### src/rtl/led_seq_ctrl_if.sv
// Bus between the LED sequencer controller and its environment: raw
// button/switch levels in, mode/colour/direction and step/reload strobes out.
interface led_seq_ctrl_if #(
  parameter int NB_SW = 4
);
  // Strobe semantics: o_tick and o_load are single-cycle pulses with no
  // back-pressure; the consumer must act on every cycle in which one is high.
  logic [NB_SW-1:0] i_btn;
  logic [NB_SW-1:0] i_sw;
  logic             o_tick;
  logic [1:0]       o_mode;
  logic [2:0]       o_color;
  logic             o_dir;
  logic             o_load;

  modport master (
    output i_btn, i_sw,
    input  o_tick, o_mode, o_color, o_dir, o_load
  );

  modport slave (
    input  i_btn, i_sw,
    output o_tick, o_mode, o_color, o_dir, o_load
  );
endinterface

### src/rtl/led_seq_ctrl.sv
// LED sequencer controller: synchronises and debounces buttons/switches,
// runs the mode FSM, colour select and the rate-selectable step ticker.
module led_seq_ctrl #(
  parameter int NB_COUNT = 11,
  parameter int NB_SEL   = 2,
  parameter int NB_SW    = 4,
  parameter int DEB_LEN  = 4
) (
  input  logic          clock,
  input  logic          i_reset,
  led_seq_ctrl_if.slave bus
);

  localparam int                   NB_DEB   = $clog2(DEB_LEN);
  localparam logic [NB_DEB-1:0]    DEB_LAST = NB_DEB'(DEB_LEN - 1);
  localparam logic [NB_COUNT-1:0]  CNT_MAX  = '1;

  typedef enum logic [1:0] {
    MODE_SR    = 2'b00,
    MODE_FLASH = 2'b01,
    MODE_SR2   = 2'b10,
    MODE_BAD   = 2'b11
  } mode_t;

  logic [NB_SW-1:0]    btn_m, btn_s, sw_m, sw_s;
  logic [NB_SW-1:0]    btn_f, btn_f_q, press;
  logic [NB_DEB-1:0]   deb_cnt [NB_SW];
  logic [NB_COUNT-1:0] cnt_q, limit;
  logic [NB_SEL-1:0]   sel;
  logic                run_en, tick_q, load_q, mode_chg;
  logic [2:0]          color_q, color_d;
  mode_t               mode_q, mode_d;

  always_ff @(posedge clock or negedge i_reset) begin
    if (!i_reset) begin
      btn_m <= '0;
      btn_s <= '0;
      sw_m  <= '0;
      sw_s  <= '0;
    end else begin
      btn_m <= bus.i_btn;
      btn_s <= btn_m;
      sw_m  <= bus.i_sw;
      sw_s  <= sw_m;
    end
  end

  // Filtered level flips only after DEB_LEN consecutive mismatching edges.
  always_ff @(posedge clock or negedge i_reset) begin
    if (!i_reset) begin
      btn_f   <= '0;
      btn_f_q <= '0;
      for (int i = 0; i < NB_SW; i++) deb_cnt[i] <= '0;
    end else begin
      btn_f_q <= btn_f;
      for (int i = 0; i < NB_SW; i++) begin
        if (btn_s[i] == btn_f[i]) begin
          deb_cnt[i] <= '0;
        end else if (deb_cnt[i] == DEB_LAST) begin
          btn_f[i]   <= btn_s[i];
          deb_cnt[i] <= '0;
        end else begin
          deb_cnt[i] <= deb_cnt[i] + NB_DEB'(1);
        end
      end
    end
  end

  assign press = btn_f & ~btn_f_q;

  always_ff @(posedge clock or negedge i_reset) begin
    if (!i_reset) mode_q <= MODE_SR;
    else          mode_q <= mode_d;
  end

  always_comb begin
    mode_d = mode_q;
    case (mode_q)
      MODE_SR:    if (press[0]) mode_d = MODE_FLASH;
      MODE_FLASH: if (press[0]) mode_d = MODE_SR2;
      MODE_SR2:   if (press[0]) mode_d = MODE_SR;
      default:    mode_d = MODE_SR;
    endcase
    mode_chg = (mode_d != mode_q);
  end

  // Red wins over green, green over blue when presses coincide.
  always_comb begin
    color_d = color_q;
    if      (press[1]) color_d = 3'b001;
    else if (press[2]) color_d = 3'b010;
    else if (press[3]) color_d = 3'b100;
  end

  always_ff @(posedge clock or negedge i_reset) begin
    if (!i_reset) begin
      color_q <= 3'b001;
      load_q  <= 1'b0;
    end else begin
      color_q <= color_d;
      load_q  <= mode_chg;
    end
  end

  assign run_en = sw_s[0];
  assign sel    = sw_s[NB_SEL:1];
  assign limit  = CNT_MAX >> {sel, 1'b0};

  // Compare with >= so shrinking the limit below the count wraps at once.
  always_ff @(posedge clock or negedge i_reset) begin
    if (!i_reset) begin
      cnt_q  <= '0;
      tick_q <= 1'b0;
    end else if (mode_chg) begin
      cnt_q  <= '0;
      tick_q <= 1'b0;
    end else if (!run_en) begin
      tick_q <= 1'b0;
    end else if (cnt_q >= limit) begin
      cnt_q  <= '0;
      tick_q <= 1'b1;
    end else begin
      cnt_q  <= cnt_q + NB_COUNT'(1);
      tick_q <= 1'b0;
    end
  end

  assign bus.o_tick  = tick_q;
  assign bus.o_mode  = mode_q;
  assign bus.o_color = color_q;
  assign bus.o_dir   = sw_s[3];
  assign bus.o_load  = load_q;

endmodule

### src/flat_wrapper.sv
// flat-port wrapper written by rule: the top's interface ports become plain ports
module led_seq_ctrl_flat 
#(
  parameter int NB_COUNT = 11,
  parameter int NB_SEL   = 2,
  parameter int NB_SW    = 4,
  parameter int DEB_LEN  = 4
)
  (clock, i_reset, bus_i_btn, bus_i_sw, bus_o_tick, bus_o_mode, bus_o_color, bus_o_dir, bus_o_load);
  led_seq_ctrl_if #(.NB_SW(NB_SW)) bus_i ();
  input  logic clock;
  input  logic i_reset;
  input wire logic [$bits(bus_i.i_btn)-1:0] bus_i_btn;
  input wire logic [$bits(bus_i.i_sw)-1:0] bus_i_sw;
  output wire logic [$bits(bus_i.o_tick)-1:0] bus_o_tick;
  output wire logic [$bits(bus_i.o_mode)-1:0] bus_o_mode;
  output wire logic [$bits(bus_i.o_color)-1:0] bus_o_color;
  output wire logic [$bits(bus_i.o_dir)-1:0] bus_o_dir;
  output wire logic [$bits(bus_i.o_load)-1:0] bus_o_load;
  assign bus_i.i_btn = bus_i_btn;
  assign bus_i.i_sw = bus_i_sw;
  assign bus_o_tick = bus_i.o_tick;
  assign bus_o_mode = bus_i.o_mode;
  assign bus_o_color = bus_i.o_color;
  assign bus_o_dir = bus_i.o_dir;
  assign bus_o_load = bus_i.o_load;
  led_seq_ctrl #(.NB_COUNT(NB_COUNT), .NB_SEL(NB_SEL), .NB_SW(NB_SW), .DEB_LEN(DEB_LEN)) u_core (.clock(clock), .i_reset(i_reset), .bus(bus_i));
endmodule
### config.mk
export PLATFORM = sky130hd
export DESIGN_NAME = led_seq_ctrl_flat
export DESIGN_NICKNAME = d
export VERILOG_FILES = /design/src/rtl/led_seq_ctrl_if.sv /design/src/rtl/led_seq_ctrl.sv /design/src/flat_wrapper.sv
export SDC_FILE = /design/constraint.sdc
export NUM_CORES = 1
export LEC_CHECK = 0
export ABC_CLOCK_PERIOD_IN_PS = 5000
export CAP_MARGIN = 20
export CORE_UTILIZATION = 60
export CTS_CLUSTER_DIAMETER = 120
export DETAILED_ROUTE_END_ITERATION = 16
export PLACE_DENSITY = 0.83
export RECOVER_POWER = 50
export SYNTH_ARGS = -nofsm -noshare
export SYNTH_HDL_FRONTEND = slang
export SYNTH_SLANG_ARGS = --single-unit
export TNS_END_PERCENT = 30
### constraint.sdc
create_clock -name clock -period 5 [get_ports clock]
set_input_delay 1 -clock clock [delete_from_list [all_inputs] [get_ports clock]]
set_output_delay 1 -clock clock [all_outputs]
set_load 0.1 [all_outputs]
==> results.txt <==
Fillcell total: 220
Reg2Reg Depth: 8
Failing checks: max-capacitance violations, max-slew violations
CTS Sinks: 50
Slew HR: -0.214
Drt first-iter violations: 74
Worst path slowest cell: clkdlybuf4s50_1
Fraction of layout cells with a size suffix above 1: 0.0838
Die height: 60.2 um
H-Tree Depth: 2
Fin cells: 235
Post-synthesis sequential area ratio: 0.616
DIE WIDTH: 60.2 um
Main flop type after synthesis: dfrtp_1
FF+latch count, synth: 50
Overall power: 1.22 mW
FMAX: 0.330 GHz
Die area: 3630 um2
Syn Area/Cell: 12.0 um2
Total core area: 3130 um2
Critical Setup Path Class: reg -> out
Hold_sp: u_core.sw_m[2]$_DFF_PN0_
Gr ovfl total: 0
Data arrival, critical path: 2.03 ns
Cell count of the worst hold path: 0
Run status: complete, but fails checks
Worst-Margin Slew: 1.82 ns
Syn Inst Count: 169
Yosys Warn Count: 0
Worst R2R End: u_core.cnt_q[5]$_DFFE_PN0P_
Syn Nets: 188
Final worst slack: 1.97 ns
Synth cell types: 29
Worst slack at placement: 2.11 ns
Antenna cells: 0
Post_cts resized: 0
Post-CTS Setup Bufs: 0
Switching Share: 0.398
Startpoint Class: register
Power Internal: 0.733 mW
Fin. Hold Viols: 0
Post-CTS Hold Fix Bufs: 0
Root Buffer: clkbuf_4
CTS tree: built
Post-synth top area cell: dfrtp_1
Cell Area, Synth: 2030 um2
First-pass GRT wire length: 5330 um
Register share of total power: 0.490
Crit path max-delay family: buffers and inverters
Most used standard cell by instance count after synthesis: dfrtp_1
Clock share of power: 0.163
Leakage: 0.992 nW
Max stage delay on crit path: 1.12 ns
CP Cell Sequence: clkdlybuf4s50_1
Worst Hold End: u_core.sw_s[2]$_DFF_PN0_
Setup TNS: 0 ns
Initial core utilization: 0.650
Clk_skew: 0.0109 ns
Total Wirelength: 3250 um
Worst Setup End Kind: output pin
Initial antenna violation count: 0
Total track usage: 0.208
Bufs on Longest Clock Path: 2
# DRC: 0
Tmin final: 3.03 ns
HPWL reported at the end of detailed placement: 2190 um
Clk_lat worst skew: 0.36 ns
CP Max Fanout: 2
DR vias: 1319
CTS clk-pin slew, worst paths: 0.14 ns
Wire length per cell: 13.8 um
Vias in the first global route: 1252
Routability Congestion: 0.769
RSZ-0062 raised after global routing: no
Fraction of registers with async set/reset: 1.00
Most frequent cells after synthesis: dfrtp_1 (49), nand3_1 (15), nand2b_1 (12), a31oi_1 (9), ha_1 (9)
Combinational power share: 0.347
Bufs and invs on worst path: 1
IO Count: 18
Cell row count: 20
Area grow syn2layout: 13.5%
Vias per inst: 5.61
Switching power: 0.485 mW
CTS buffer count: 5
Synth top area share: 0.603
Max-Cap Viols: 1
Final setup viols: 0
RR Startpoint: u_core.sw_s[2]$_DFF_PN0_
Power Density: 527 nW/um2
DRT antenna net count: 0
Top cells by area, synth: dfrtp_1 (60%), ha_1 (5.5%), nand2b_1 (3.7%)
Final #Nets: 209
Largest net degree at the start of global routing: 51
Worst reg-to-reg setup slack: 2.33 ns
Count of input and output buffers: 17
Final Slew Violations: 37
Tcrit/Tclk final: 0.607
Inst Count DP: 225
Peak supply drop: 0.000372 V
Post-synth EDFFs: 0
Pre-antenna DRT Iters: 4
Worst Hold Class: reg -> reg
Critical Path RT: 4.00 ns
==> final cells by class <==
class                      instances  area, um2  area share
clock buffer                       6       51.3      0.0222
clock inverter                     2       16.3     0.00705
inverter                           1       3.75     0.00163
multi-input combinational        113        751       0.325
sequential                        50       1250       0.543
tap                               44       55.1      0.0238
timing repair buffer              19        179      0.0775
==> layer usage <==
layer,vias up,global-route usage,share of wire
met1,637,0.257,0.45
met3,4,0.0887,0.055
li1,639,-,-
met2,39,0.314,0.48
met5,-,0,0
met4,0,0.0997,0.0095
==> kinds of logic (layout without fill, tap and decap cells) <==
family	count (synthesis)	count (layout)	synth area share
simple gates	72	72	0.199
flops	50	50	0.616
compound gates	23	23	0.0714
fa+ha+maj	9	9	0.0554
buf+inv	6	28	0.0148
xor+xnor	5	5	0.0215
mux	4	4	0.0222
==> power by group through the flow <==
stage                     clock network [mW]  logic, mW  registers [mW]
after floorplan                            0      0.183           0.736
after global placement                     0      0.408           0.597
after detailed placement                   0      0.425           0.606
after CTS                              0.201      0.427           0.598
after global routing                   0.220      0.462           0.612
final                                  0.198      0.422           0.597
==> layout by cell type (no fill, tap or decap), drive strengths merged, types with 2 or more instances in the layout <==
cell | Yosys | routed
dfrtp | 49 | 49
clkdlybuf4s50 | 0 | 16
nand3 | 15 | 15
nand2b | 12 | 12
a31oi | 9 | 9
ha | 9 | 9
nand2 | 8 | 8
a21oi | 8 | 8
nor2b | 8 | 8
clkbuf | 3 | 8
nor2 | 7 | 7
nor3 | 7 | 7
nand3b | 5 | 5
xnor2 | 4 | 4
mux2 | 4 | 4
nand4b | 3 | 3
nand4 | 2 | 2
and3 | 2 | 2
o211ai | 2 | 2
inv | 1 | 2
==> stage by stage <==
stage	area [um2]	util	hold WS [ns]
after detailed placement	2230	0.712	0.335
after global placement	2230	0.712	0.332
after CTS	2290	0.734	0.365
final	2310	0.738	0.364
after floorplan	2030	-	0.331
after global routing	2310	0.738	0.376
==> worst max-delay path by stage <==
stage / start / end / slack, ns / cells after the start
2_1_floorplan: u_core.sw_s[2]$_DFF_PN0_ / u_core.cnt_q[4]$_DFFE_PN0P_ / 2.99 / 8
3_3_place_gp: u_core.sw_s[2]$_DFF_PN0_ / u_core.cnt_q[5]$_DFFE_PN0P_ / 2.37 / 7
3_5_place_dp: u_core.sw_s[2]$_DFF_PN0_ / u_core.cnt_q[5]$_DFFE_PN0P_ / 2.11 / 7
4_1_cts: u_core.bus.o_color[0]$_DFFE_PN1P_ / bus_o_color[0] / 1.94 / 1
5_1_grt: i_reset / u_core.deb_cnt[1]$_DFF_PN0_ / 1.74 / 2
6_report: u_core.bus.o_color[0]$_DFFE_PN1P_ / bus_o_color[0] / 1.97 / 1
==> registers in the layout, summed over array words and instances, names as in the netlist <==
signal and count:
u_core.btn_f_q 4, u_core.sw_s 4, u_core.btn_f 4, u_core.bus.o_tick 1, u_core.btn_m 4, u_core.bus.o_load 1, u_core.bus.o_color 3, u_core.bus.o_mode 2
u_core.btn_s 4, u_core.sw_m 4, u_core.deb_cnt 8, u_core.cnt_q 11
No activity file was read; power rests on OpenSTA's default activity.
